<file path="config.mk">
export PLATFORM = sky130hd
export DESIGN_NAME = robot_motor_sequencer
export DESIGN_NICKNAME = d
export VERILOG_FILES = /design/src/rtl/robot_ctrl_pkg.sv /design/src/rtl/sensor_debounce.sv /design/src/rtl/robot_motor_sequencer.sv
export SDC_FILE = /design/constraint.sdc
export NUM_CORES = 1
export LEC_CHECK = 0
export BUFFER_PORTS_ARGS = -buffer_cell sky130_fd_sc_hd__buf_4
export CAP_MARGIN = 10
export CELL_PAD_IN_SITES_DETAIL_PLACEMENT = 1
export CELL_PAD_IN_SITES_GLOBAL_PLACEMENT = 2
export CORE_AREA = 3 3 95 97
export DETAILED_ROUTE_END_ITERATION = 6
export DIE_AREA = 0 0 98 100
export PLACE_DENSITY = 0.8
export SLEW_MARGIN = 20
export SYNTH_ARGS = -nofsm -noshare
export SYNTH_HDL_FRONTEND = slang
export SYNTH_SLANG_ARGS = --single-unit
</file>
<file path="constraint.sdc">
create_clock -name clk -period 1.9 [get_ports clk]
set_input_delay 0.38 -clock clk [delete_from_list [all_inputs] [get_ports clk]]
set_output_delay 0.38 -clock clk [all_outputs]
set_load 0.05 [all_outputs]
</file>
<file path="src/rtl/robot_ctrl_pkg.sv">
// Shared types for the robot motor sequencer: channel state encoding and the
// sensor-pair to motion-target decode.
package robot_ctrl_pkg;

    typedef enum logic [1:0] {
        ST_IDLE  = 2'b00,
        ST_FWD   = 2'b01,
        ST_REV   = 2'b10,
        ST_DWELL = 2'b11
    } motor_state_e;

    // Wide enough for both the debounce length and the dwell length (1..255).
    localparam int CNT_W = 8;

    // Filtered pair 01 and 10 both mean forward; 11 means reverse.
    function automatic motor_state_e decode_target(input logic enable, input logic [1:0] filt);
        if (!enable) begin
            return ST_IDLE;
        end
        case (filt)
            2'b00:   return ST_IDLE;
            2'b11:   return ST_REV;
            default: return ST_FWD;
        endcase
    endfunction

endpackage

</file>
<file path="src/rtl/sensor_debounce.sv">
// Debounces one raw sensor pair: a value must be sampled unchanged on
// DEB_CYCLES+1 consecutive edges before it reaches filt.
module sensor_debounce
    import robot_ctrl_pkg::*;
#(
    parameter int DEB_CYCLES = 4
) (
    input  logic       clk,
    input  logic       reset,
    input  logic [1:0] raw,
    output logic [1:0] filt
);

    localparam logic [CNT_W-1:0] CNT_LAST = CNT_W'(DEB_CYCLES - 1);

    logic [1:0]       cand;
    logic [CNT_W-1:0] cnt;

    // NOTE: sequential state uses non-blocking assignments only, so every flop
    // samples the pre-edge values regardless of statement order.
    always_ff @(posedge clk) begin
        if (reset) begin
            cand <= 2'b00;
            cnt  <= '0;
            filt <= 2'b00;
        end else if (raw != cand) begin
            cand <= raw;
            cnt  <= '0;
        end else if (cnt == CNT_LAST) begin
            filt <= cand;
        end else begin
            cnt <= cnt + 1'b1;
        end
    end

endmodule

</file>
<file path="src/rtl/robot_motor_sequencer.sv">
// Multi-channel motor sequencer: debounced sensor pairs select forward/reverse
// drive, with a mandatory brake dwell on every direction reversal.
module robot_motor_sequencer
    import robot_ctrl_pkg::*;
#(
    parameter int NUM_CH       = 2,
    parameter int DEB_CYCLES   = 4,
    parameter int DWELL_CYCLES = 8
) (
    input  logic                  clk,
    input  logic                  reset,
    input  logic                  enable,
    input  logic [NUM_CH-1:0]     s1,
    input  logic [NUM_CH-1:0]     s2,
    output logic [NUM_CH-1:0]     z1,
    output logic [NUM_CH-1:0]     z2,
    output logic [NUM_CH-1:0]     dwell_o,
    output logic [2*NUM_CH-1:0]   state_o
);

    localparam logic [CNT_W-1:0] DWELL_LOAD = CNT_W'(DWELL_CYCLES - 1);

    for (genvar i = 0; i < NUM_CH; i++) begin : g_ch
        logic [1:0]       filt;
        motor_state_e     target;
        motor_state_e     state;
        motor_state_e     state_nxt;
        logic [CNT_W-1:0] dwell_cnt;
        logic [CNT_W-1:0] dwell_cnt_nxt;
        logic             z1_q;
        logic             z2_q;
        logic             dwell_q;

        sensor_debounce #(
            .DEB_CYCLES(DEB_CYCLES)
        ) u_debounce (
            .clk  (clk),
            .reset(reset),
            .raw  ({s1[i], s2[i]}),
            .filt (filt)
        );

        assign target = decode_target(enable, filt);

        // NOTE: every always_comb output gets a default first so no path
        // leaves it unassigned and no latch is inferred.
        always_comb begin
            state_nxt     = state;
            dwell_cnt_nxt = dwell_cnt;
            if (state == ST_DWELL && dwell_cnt != '0) begin
                dwell_cnt_nxt = dwell_cnt - 1'b1;
            end
            case (state)
                ST_IDLE: begin
                    if (target != ST_IDLE) begin
                        state_nxt = target;
                    end
                end
                ST_FWD: begin
                    if (target == ST_IDLE) begin
                        state_nxt = ST_IDLE;
                    end else if (target == ST_REV) begin
                        state_nxt     = ST_DWELL;
                        dwell_cnt_nxt = DWELL_LOAD;
                    end
                end
                ST_REV: begin
                    if (target == ST_IDLE) begin
                        state_nxt = ST_IDLE;
                    end else if (target == ST_FWD) begin
                        state_nxt     = ST_DWELL;
                        dwell_cnt_nxt = DWELL_LOAD;
                    end
                end
                ST_DWELL: begin
                    // Losing the target aborts the brake; otherwise exit only once
                    // the count has run out, towards whatever the target is now.
                    if (target == ST_IDLE) begin
                        state_nxt = ST_IDLE;
                    end else if (dwell_cnt == '0) begin
                        state_nxt = target;
                    end
                end
                default: begin
                    state_nxt = ST_IDLE;
                end
            endcase
        end

        // Outputs are registered from the next state so they line up with state.
        always_ff @(posedge clk) begin
            if (reset) begin
                state     <= ST_IDLE;
                dwell_cnt <= '0;
                z1_q      <= 1'b0;
                z2_q      <= 1'b0;
                dwell_q   <= 1'b0;
            end else begin
                state     <= state_nxt;
                dwell_cnt <= dwell_cnt_nxt;
                z1_q      <= (state_nxt == ST_FWD);
                z2_q      <= (state_nxt == ST_REV);
                dwell_q   <= (state_nxt == ST_DWELL);
            end
        end

        assign z1[i]             = z1_q;
        assign z2[i]             = z2_q;
        assign dwell_o[i]        = dwell_q;
        assign state_o[2*i +: 2] = state;
    end

endmodule

</file>
==> results of run 1 <==
synthesized netlist by cell type, types with 4 or more instances:
cell type / number / area, µm²
sky130_fd_sc_hd__xor2_1: 21 / 184
sky130_fd_sc_hd__nor2b_1: 9 / 56.3
sky130_fd_sc_hd__clkbuf_1: 9 / 33.8
sky130_fd_sc_hd__nand3_1: 22 / 110
sky130_fd_sc_hd__ha_1: 15 / 188
sky130_fd_sc_hd__o211ai_1: 5 / 37.5
sky130_fd_sc_hd__nand3b_1: 5 / 37.5
sky130_fd_sc_hd__buf_4: 6 / 45.0
sky130_fd_sc_hd__nor2_1: 25 / 93.8
sky130_fd_sc_hd__and3_1: 5 / 31.3
sky130_fd_sc_hd__inv_1: 10 / 37.5
sky130_fd_sc_hd__o21ai_0: 19 / 95.1
sky130_fd_sc_hd__mux2_2: 6 / 67.6
sky130_fd_sc_hd__mux2i_1: 4 / 40.0
sky130_fd_sc_hd__nor3b_1: 5 / 37.5
sky130_fd_sc_hd__o21a_1: 6 / 45.0
sky130_fd_sc_hd__xnor2_1: 9 / 78.8
sky130_fd_sc_hd__nand2_1: 17 / 63.8
sky130_fd_sc_hd__or3_1: 5 / 31.3
sky130_fd_sc_hd__nor3_1: 16 / 80.1
sky130_fd_sc_hd__dfxtp_1: 50 / 1000
sky130_fd_sc_hd__nor4b_1: 4 / 35.0
sky130_fd_sc_hd__a221oi_1: 4 / 35.0
sky130_fd_sc_hd__a21oi_1: 8 / 40.0
flip-flops by register name, summed over array words and instances (netlist names):
signal,flops
g_ch.u_debounce.cand,4
g_ch.dwell_cnt,16
g_ch.state,4
g_ch.z2_q,2
g_ch.dwell_q,2
g_ch.u_debounce.filt,4
g_ch.u_debounce.cnt,16
g_ch.z1_q,2
worst max-delay path, stage by stage (launching register included):
cell and delay, ns:
sky130_fd_sc_hd__dfxtp_2 0.34, sky130_fd_sc_hd__inv_2 0.07, sky130_fd_sc_hd__ha_4 0.12, sky130_fd_sc_hd__or3b_4 0.39, sky130_fd_sc_hd__o211a_1 0.25, sky130_fd_sc_hd__or4b_4 0.49, sky130_fd_sc_hd__a211oi_2 0.18
routing by layer:
metal  wire, µm  share of wire
met1       3230           0.47
met2       3470           0.50
met3        120          0.017
met4         73          0.011
met5          0              0
power by group through the flow:
stage | Clock [mW] | Sequential [mW] | Combinational, mW
floorplan | 0 | 1.09 | 0.0551
global placement | 0 | 1.09 | 0.0978
detailed placement | 0 | 1.09 | 0.0999
CTS | 0.965 | 1.06 | 0.101
global route | 1.00 | 1.07 | 0.112
finish | 0.940 | 1.06 | 0.0999
final cells by class:
type	instances	share of cell area
clock buffer	6	0.0235
clock inverter	2	0.0171
multi-input combinational	244	0.502
timing repair buffer	57	0.122
inverter	10	0.0107
tap	105	0.0374
sequential	50	0.287
what timing repair did:
item,in CTS,in global routing
endpoints found under the setup margin,6,10
gates resized for setup,7,18
setup buffers,0,1
pin swaps,2,4
hold buffers,0,0
stage by stage:
step | area [µm²] | util | power [mW]
after global routing | 3520 | 0.428 | 2.18
after CTS | 3440 | 0.419 | 2.13
after floorplan | 2820 | - | 1.15
after detailed placement | 3270 | 0.398 | 1.19
final | 3520 | 0.428 | 2.10
after global placement | 3270 | 0.398 | 1.19
path summary, 6_finish.rpt:
check	endpoint	slack (ns)
worst max register to register	g_ch[1].z1_q$_SDFF_PP0_	-0.01
worst max-delay path	g_ch[1].z1_q$_SDFF_PP0_	-0.01
worst min-delay path	g_ch[1].u_debounce.cand[0]$_SDFFE_PP0P_	0.29
worst min register to register	g_ch[0].u_debounce.filt[1]$_SDFFE_PP0P_	0.53
cells by family after synthesis:
logic type / after synthesis / share of synthesized area
buffers and inverters: 28 / 0.0465
DFF: 50 / 0.357
xor gates and xnor gates: 30 / 0.0938
adders and majority gates: 15 / 0.0670
AOI/OAI and AO/OA: 60 / 0.146
muxes: 10 / 0.0384
and+or+nand+nor: 129 / 0.251
==> reports/metrics.cfg, run 1 <==
[outcome]
run_status=finished, violations left
violations=setup timing

[timing]
fin_hold_ws_ns=0.294
finalWorstPathRequiredPeriod_ns=1.91
fin_setup_tns_ns=-0.0126
post-route-period-util=1.01
postLayoutSetupSlackWorst_ns=-0.0126
pin_slew_with_the_least_headroom_to_its_limit_ns=0.345
finalSetupViolations=1
finalMaxSlewViolations=0
slew_headroom=0.768
max_clock_freq_mhz=523
clock_skew_ns=0.0104
rsz0062_at_grt=true
timing.final.hold_violations=0

[finish]
antennaDiodeCount=0
fill_cells=973
commonest_non_fill_non_tap_cell_in_the_layout=sky130_fd_sc_hd__buf_4
layout_common_cells=sky130_fd_sc_hd__buf_4 (57), sky130_fd_sc_hd__dfxtp_1 (42), sky130_fd_sc_hd__nor2_1 (25)
final_layout_size_suffix_gt1_frac=0.271
stdcell_count=474
syn_to_final_growth_pct=25.6
multi_input_area_um2=1770
register_area_um2=1010
nNetsFinal=390

[place]
placed_cells_incl_taps=465
placement.io_buffers=16
hpwl_mm=5.27
dpl_worst_slack_ns=-0.0622
place_congestion=0.730

[pwr]
clock_power_share=0.447
p_int_mw=1.66
static-leakage-power_nw=1.44
power_per_cell_area_nw_per_um2=598
net-switching-power_mw=0.442
vdd.ir_drop.worst_v=0.000256
switching_share=0.210
power.combinational.fraction=0.048
power.sequential.fraction=0.506

[setup_path]
cp_max_fo=4
cp-startpoint=g_ch[1].dwell_cnt[0]$_SDFF_PP0_
critical_path.reg2reg.startpoint=g_ch[1].dwell_cnt[0]$_SDFF_PP0_
worstPathRequired_ns=2.14
timing_worst_setup_path_type=register to register
endpoint_kind=register
cp_data_arrival_time_ns=2.15
worst_r2r_path_depth=6
critPathLaunchType=register

[min_path]
timing.hold.worst.class=input port to register
worst_hold_path.num_cells=2
worstHoldStart=reset

[floorplanning]
floorplan.die.width_um=98
core-area_um2=8220
rows=33
boundaryPins=17
start_util=0.341
design.die.area_um2=9800
die_height_um=100

[synthesis]
synth_flop_cell=sky130_fd_sc_hd__dfxtp_1
syn_nets=344
synth_area_um2=2800
seq_area_frac_synth=0.357
synth_cells=322
yosys_warnings=0
synth_enable_flop_cells=0
synth.avg_cell_area_um2=8.70
unique_cell_type_count_in_the_yosys_netlist=44
async_reset_ff_frac=0
synth_seq_cells=50

[grt]
globalRouteMet1Util=0.183
grt_max_degree=22
use_met3=0.0271
wire_length_of_the_first_global_routing_pass_mm=12.0
gr-usage-met2=0.261
grtUsageTotal=0.146
grt_antenna_before_repair=0
number_of_global_route_vias_before_repair=2623
global_route.peak_usage_layer=met2
grt_remaining_overflow=0

[route]
routed_wire_length_per_instance_um=14.5
via_count=2440
detail-route-antenna-nets=0
finalWirelength_mm=6.89
firstDrtPassIters=4
drc=0
route.detailed.vias_per_inst=5.15
dr.first_iter.drc_count=81

[cts]
cts.sink_count=50
cts_root_buf=sky130_fd_sc_hd__clkbuf_8
clock_latency_ns=0.31
cts.reportedPaths.clkPinSlew_ns=0.09
cts-root-to-sink-buffers=2
clock_tree_from_tritoncts=done
tritoncts.num_buffers=5
h_tree_depth=2

[job]
cap_violations=0

No activity file was read; power rests on OpenSTA's default activity.
==> run 2: changes to the inputs <==
==> constraint.sdc (replaced) <==
create_clock -name clk -period 1.9 [get_ports clk]
set_input_delay 0.095 -clock clk [delete_from_list [all_inputs] [get_ports clk]]
set_output_delay 0.095 -clock clk [all_outputs]
set_load 0.05 [all_outputs]
==> reports/metrics.cfg, run 2 (synthesis gave the netlist of run 1 again) <==
[outcome]
run_status=finished clean  ; was finished, violations left

[floorplanning]
boundaryPins=17  ; unchanged
design.die.area_um2=9800  ; unchanged
floorplan.die.width_um=98  ; unchanged
start_util=0.341  ; unchanged
rows=33  ; unchanged
die_height_um=100  ; unchanged
core-area_um2=8220  ; unchanged

[setup_path]
r2r_end=g_ch[1].z1_q$_SDFF_PP0_  ; unchanged
cp_data_arrival_time_ns=2.12  ; was 2.15 ns
worstPathRequired_ns=2.13  ; was 2.14 ns
critical_path.reg2reg.startpoint=g_ch[1].dwell_cnt[0]$_SDFF_PP0_  ; unchanged
cp_max_fo=4  ; unchanged
endpoint_kind=register  ; unchanged
rrSetupSlack_ns=0.01  ; was -0.01 ns
critPathLaunchType=register  ; unchanged
worst_r2r_path_depth=6  ; unchanged
timing_worst_setup_path_type=register to register  ; unchanged

[finish]
layout.core_utilization=0.419  ; was 0.428
fill_cells=986  ; was 973
biggestRegsByFlops=g_ch.dwell_cnt x16, g_ch.u_debounce.cnt x16  ; unchanged
postLayoutCellArea_um2=3450  ; was 3520 µm²
syn_to_final_growth_pct=23.1  ; was 25.6%
nNetsFinal=389  ; was 390
antennaDiodeCount=0  ; unchanged
layout_common_cells=sky130_fd_sc_hd__buf_4 (56), sky130_fd_sc_hd__dfxtp_1 (42), sky130_fd_sc_hd__nor2_1 (25)  ; was sky130_fd_sc_hd__buf_4 (57), sky130_fd_sc_hd__dfxtp_1 (42), sky130_fd_sc_hd__nor2_1 (25)
commonest_non_fill_non_tap_cell_in_the_layout=sky130_fd_sc_hd__buf_4  ; unchanged
final_layout_size_suffix_gt1_frac=0.270  ; was 0.271
stdcell_count=472  ; was 474

[cts]
h_tree_depth=2  ; unchanged
tritoncts.num_buffers=5  ; unchanged
cts.hold.buffers_added=0  ; unchanged
cts.reportedPaths.clkPinSlew_ns=0.10  ; was 0.09 ns
cts.sink_count=50  ; unchanged
cts-root-to-sink-buffers=2  ; unchanged
clock_latency_ns=0.30  ; was 0.31 ns
clock_tree_from_tritoncts=done  ; unchanged
cts_root_buf=sky130_fd_sc_hd__clkbuf_8  ; unchanged

[place]
placed_cells_incl_taps=463  ; was 465
hpwl_mm=5.07  ; was 5.27 mm
detailed_place.area_um2=3250  ; was 3270 µm²
place_congestion=0.755  ; was 0.730
placement.io_buffers=16  ; unchanged

[route]
firstDrtPassIters=4  ; unchanged
routed_wire_length_per_instance_um=14.4  ; was 14.5 µm
finalWirelength_mm=6.81  ; was 6.89 mm
drc=0  ; unchanged
dr.first_iter.drc_count=71  ; was 81
detail-route-antenna-nets=0  ; unchanged
route.detailed.vias_per_inst=5.17  ; was 5.15
via_count=2439  ; was 2440

[timing]
timing.final.hold_violations=0  ; unchanged
post-route-period-util=0.993  ; was 1.01
finalWorstPathRequiredPeriod_ns=1.89  ; was 1.91 ns
pin_slew_with_the_least_headroom_to_its_limit_ns=0.475  ; was 0.345 ns
max_clock_freq_mhz=530  ; was 523 MHz
rsz0062_at_grt=true  ; unchanged
finalSetupViolations=0  ; was 1
fin_setup_tns_ns=0  ; was -0.0126 ns
finalMaxSlewViolations=0  ; unchanged
slew_headroom=0.680  ; was 0.768
clock_skew_ns=0.00808  ; was 0.0104 ns

[min_path]
whs_endpoint=g_ch[1].u_debounce.cand[0]$_SDFFE_PP0P_  ; unchanged
worstHoldStart=s2[1]  ; was reset
timing.hold.worst.class=input port to register  ; unchanged
worst_hold_path.num_cells=2  ; unchanged

[grt]
wire_length_of_the_first_global_routing_pass_mm=11.9  ; was 12.0 mm
number_of_global_route_vias_before_repair=2540  ; was 2623
grtUsageTotal=0.144  ; was 0.146
grt_antenna_before_repair=0  ; unchanged
grt_max_degree=22  ; unchanged
grt_remaining_overflow=0  ; unchanged

[pwr]
p_total_mw=1.78  ; was 2.10 mW
static-leakage-power_nw=1.40  ; was 1.44 nW
power_per_cell_area_nw_per_um2=518  ; was 598 nW/µm²
vdd.ir_drop.worst_v=0.000253  ; was 0.000256 V

[job]
cap_violations=0  ; unchanged

run 2: what timing repair did:
item / CTS / global route
endpoints found under the setup margin: 9 / 10
pin swaps: 1 / 2
setup buffers: 0 / 2
gates resized for setup: 11 / 14
run 2: worst max path at each step:
stage / startpoint / endpoint / slack (ns) / cells past startpoint
2_1_floorplan: g_ch[1].dwell_cnt[0]$_SDFF_PP0_ / g_ch[1].z1_q$_SDFF_PP0_ / -0.07 / 7
3_3_place_gp: g_ch[1].dwell_cnt[5]$_SDFF_PP0_ / g_ch[1].z1_q$_SDFF_PP0_ / -0.03 / 4
3_5_place_dp: g_ch[1].dwell_cnt[5]$_SDFF_PP0_ / g_ch[1].dwell_cnt[1]$_SDFF_PP0_ / -0.07 / 5
4_1_cts: g_ch[1].dwell_cnt[0]$_SDFF_PP0_ / g_ch[1].z1_q$_SDFF_PP0_ / 0.0002 / 6
5_1_grt: g_ch[1].dwell_cnt[0]$_SDFF_PP0_ / g_ch[1].z1_q$_SDFF_PP0_ / -0.05 / 6
6_report: g_ch[1].dwell_cnt[0]$_SDFF_PP0_ / g_ch[1].z1_q$_SDFF_PP0_ / 0.01 / 6
run 2: layout make-up:
class / count / area [µm²] / share of cell area
Clock buffer: 5 / 68.8 / 0.0200
Clock inverter: 2 / 15.0 / 0.00436
Inverter: 10 / 37.5 / 0.0109
Multi-Input combinational cell: 244 / 1760 / 0.511
Sequential cell: 50 / 1010 / 0.293
Tap cell: 105 / 131 / 0.0381
Timing Repair Buffer: 56 / 420 / 0.122
run 2: critical path: stages (launching register included):
cell and delay (ns):
sky130_fd_sc_hd__dfxtp_2 0.34, sky130_fd_sc_hd__inv_2 0.05, sky130_fd_sc_hd__ha_1 0.13, sky130_fd_sc_hd__or3b_4 0.39, sky130_fd_sc_hd__o211a_1 0.24, sky130_fd_sc_hd__or4b_4 0.48, sky130_fd_sc_hd__a211oi_2 0.17
run 2: metrics by stage:
stage          hold slack (ns)  setup WS (ns)
6_report                0.0250         0.0125
5_1_grt                 0.0400        -0.0512
4_1_cts                 0.0174       0.000225
3_5_place_dp             0.335        -0.0678
3_3_place_gp             0.325        -0.0285
2_1_floorplan            0.223        -0.0732
run 2: report_power, final:
part	internal [mW]	switching, mW
sequential	1.06	0.00696
clock	0.252	0.370
combinational	0.0404	0.0578
total	1.35	0.435
run 2: layer usage:
layer,vias to the layer above,share of wire,GRT usage
met3,6,0.022,0.0257
met5,-,0,0
li1,1233,-,-
met2,23,0.50,0.249
met4,0,0.0097,0.0383
met1,1177,0.47,0.186
==> run 3: changes to the inputs <==
--- a/config.mk
+++ b/config.mk
@@ -6,13 +6,13 @@
 export NUM_CORES = 1
 export LEC_CHECK = 0
 export BUFFER_PORTS_ARGS = -buffer_cell sky130_fd_sc_hd__buf_4
-export CAP_MARGIN = 10
+export CAP_MARGIN = 30
 export CELL_PAD_IN_SITES_DETAIL_PLACEMENT = 1
 export CELL_PAD_IN_SITES_GLOBAL_PLACEMENT = 2
-export CORE_AREA = 3 3 95 97
+export CORE_AREA = 3 3 91 93
 export DETAILED_ROUTE_END_ITERATION = 6
-export DIE_AREA = 0 0 98 100
-export PLACE_DENSITY = 0.8
+export DIE_AREA = 0 0 94 96
+export PLACE_DENSITY = 0.82
 export SLEW_MARGIN = 20
 export SYNTH_ARGS = -nofsm -noshare
 export SYNTH_HDL_FRONTEND = slang
==> constraint.sdc (replaced) <==
create_clock -name clk -period 2.1 [get_ports clk]
set_input_delay 0.105 -clock clk [delete_from_list [all_inputs] [get_ports clk]]
set_output_delay 0.105 -clock clk [all_outputs]
set_load 0.05 [all_outputs]
==> reports/metrics.cfg, run 3 (synthesis gave the netlist of run 1 again) <==
[floorplanning]
floorplan.die.width_um=94  ; was 98 µm
boundaryPins=17  ; unchanged
die_height_um=96  ; was 100 µm
core-area_um2=7610  ; was 8220 µm²
design.die.area_um2=9020  ; was 9800 µm²
rows=32  ; was 33
start_util=0.368  ; was 0.341

[timing]
fin_hold_ws_ns=0.0225  ; was 0.0250 ns
fin_setup_tns_ns=0  ; unchanged
rsz0062_at_grt=false  ; was true
finalWorstPathRequiredPeriod_ns=1.98  ; was 1.89 ns
max_clock_freq_mhz=504  ; was 530 MHz
post-route-period-util=0.944  ; was 0.993
slew_headroom=0.622  ; was 0.680
pin_slew_with_the_least_headroom_to_its_limit_ns=0.553  ; was 0.475 ns
timing.final.hold_violations=0  ; unchanged
clock_skew_ns=0.00285  ; was 0.00808 ns
finalSetupViolations=0  ; unchanged
finalMaxSlewViolations=0  ; unchanged

[setup_path]
timing_worst_setup_path_type=register to register  ; unchanged
endpoint_kind=register  ; unchanged
timing.critical_path.slowest_cell_delay_ns=0.47  ; was 0.48 ns
critical_path.reg2reg.startpoint=g_ch[1].u_debounce.filt[0]$_SDFFE_PP0P_  ; was g_ch[1].dwell_cnt[0]$_SDFF_PP0_
cp_data_arrival_time_ns=2.22  ; was 2.12 ns
worst_r2r_path_depth=5  ; was 6
r2r_end=g_ch[1].z1_q$_SDFF_PP0_  ; unchanged
worstPathCellList=ha_1 -> mux2_2 -> a21oi_1 -> or4b_1 -> a211oi_2  ; was inv_2 -> ha_1 -> or3b_4 -> o211a_1 -> or4b_4 -> a211oi_2
worstPathRequired_ns=2.34  ; was 2.13 ns
cp_slowest_cell=sky130_fd_sc_hd__or4b_1  ; was sky130_fd_sc_hd__or4b_4
critPathLaunchType=register  ; unchanged
cp-startpoint=g_ch[1].u_debounce.filt[0]$_SDFFE_PP0P_  ; was g_ch[1].dwell_cnt[0]$_SDFF_PP0_
rrSetupSlack_ns=0.12  ; was 0.01 ns
cp_max_fo=3  ; was 4

[place]
detailed_place.area_um2=3090  ; was 3250 µm²
place_congestion=0.800  ; was 0.755
hpwl_mm=4.83  ; was 5.07 mm
placement.io_buffers=16  ; unchanged

[finish]
nNetsFinal=366  ; was 389
biggestRegsByFlops=g_ch.dwell_cnt x16, g_ch.u_debounce.cnt x16  ; unchanged
commonest_non_fill_non_tap_cell_in_the_layout=sky130_fd_sc_hd__dfxtp_1  ; was sky130_fd_sc_hd__buf_4
syn_to_final_growth_pct=15.0  ; was 23.1%
antennaDiodeCount=0  ; unchanged
final_layout_size_suffix_gt1_frac=0.159  ; was 0.270
postLayoutCellArea_um2=3220  ; was 3450 µm²
layout_common_cells=sky130_fd_sc_hd__dfxtp_1 (48), sky130_fd_sc_hd__buf_4 (33), sky130_fd_sc_hd__nor2_1 (25)  ; was sky130_fd_sc_hd__buf_4 (56), sky130_fd_sc_hd__dfxtp_1 (42), sky130_fd_sc_hd__nor2_1 (25)
fill_cells=928  ; was 986
layout.core_utilization=0.423  ; was 0.419

[cts]
cts.sink_count=50  ; unchanged
cts_root_buf=sky130_fd_sc_hd__clkbuf_8  ; unchanged
cts-root-to-sink-buffers=2  ; unchanged
cts.reportedPaths.clkPinSlew_ns=0.09  ; was 0.10 ns
h_tree_depth=2  ; unchanged
cts.hold.buffers_added=0  ; unchanged
clock_latency_ns=0.30  ; about the same
tritoncts.num_buffers=5  ; unchanged
clock_tree_from_tritoncts=done  ; unchanged

[pwr]
power_per_cell_area_nw_per_um2=539  ; was 518 nW/µm²
p_total_mw=1.74  ; was 1.78 mW
static-leakage-power_nw=1.29  ; was 1.40 nW
vdd.ir_drop.worst_v=0.000244  ; was 0.000253 V

[min_path]
whs_endpoint=g_ch[1].u_debounce.cand[0]$_SDFFE_PP0P_  ; unchanged
worstHoldStart=s2[1]  ; unchanged
worst_hold_path.num_cells=2  ; unchanged
timing.hold.worst.class=input port to register  ; unchanged

[grt]
number_of_global_route_vias_before_repair=2370  ; was 2540
wire_length_of_the_first_global_routing_pass_mm=11.1  ; was 11.9 mm
grtUsageTotal=0.153  ; was 0.144
grt_max_degree=30  ; was 22
grt_antenna_before_repair=0  ; unchanged
grt_remaining_overflow=0  ; unchanged

[outcome]
run_status=finished clean  ; unchanged

[route]
drc=0  ; unchanged
via_count=2375  ; was 2439
route.detailed.vias_per_inst=5.31  ; was 5.17
finalWirelength_mm=6.55  ; was 6.81 mm
routed_wire_length_per_instance_um=14.6  ; was 14.4 µm
firstDrtPassIters=4  ; unchanged
detail-route-antenna-nets=0  ; unchanged
dr.first_iter.drc_count=62  ; was 71

[job]
cap_violations=0  ; unchanged

==> run 3: per-layer routing <==
metal | share of wire | up-vias | global-route usage
met5 | 0 | - | 0
met4 | 0.011 | 0 | 0.0385
met3 | 0.019 | 7 | 0.0313
met2 | 0.50 | 15 | 0.273
met1 | 0.47 | 1165 | 0.189
li1 | - | 1188 | -
==> run 3: report_power, final <==
part           switching, mW  internal (mW)  leakage [nW]
Combinational         0.0470         0.0303         0.830
Clock                  0.336          0.356        0.0514
Sequential           0.00973          0.956         0.405
Total                  0.393           1.34          1.29
==> run 3: area by class of cell <==
class                   count  area [µm²]  area share
well taps                 102         128      0.0396
flip-flops and latches     50        1000       0.312
inverters                  10        37.5      0.0117
clock inverters             2        37.5      0.0117
clock buffers               6        72.6      0.0225
multi-input cells         244        1690       0.526
repair buffers             33         248      0.0769
==> run 3: worst max-delay path: cells and delay by family (launching register included) <==
family	cells	cell delay, ns
and+or+nand+nor	1	0.47
AOI/OAI and AO/OA	2	0.42
adders and majority gates	1	0.35
muxes	1	0.35
DFF	1	0.33
==> run 3: per-stage QoR <==
step / worst slack, ns / std cells
6_report: 0.117 / 447
5_1_grt: 0.00195 / 447
4_1_cts: 0.0214 / 447
3_3_place_gp: 0.0961 / 439
3_5_place_dp: 0.0541 / 439
2_1_floorplan: 0.00690 / 322
==> run 3: timing repair <==
action,4_1_cts,5_1_grt
endpoints found under the setup margin,0,6
buffers inserted,0,0
gates resized for setup,0,8
==> run 3: worst max path at each step <==
stage,end,slack (ns),depth (start not counted)
finish,g_ch[1].z1_q$_SDFF_PP0_,0.12,5
detailed placement,g_ch[1].z1_q$_SDFF_PP0_,0.05,6
floorplan,g_ch[1].z1_q$_SDFF_PP0_,0.007,7
CTS,g_ch[1].z1_q$_SDFF_PP0_,0.02,6
global placement,g_ch[1].z1_q$_SDFF_PP0_,0.1,6
global route,g_ch[1].z1_q$_SDFF_PP0_,0.002,5
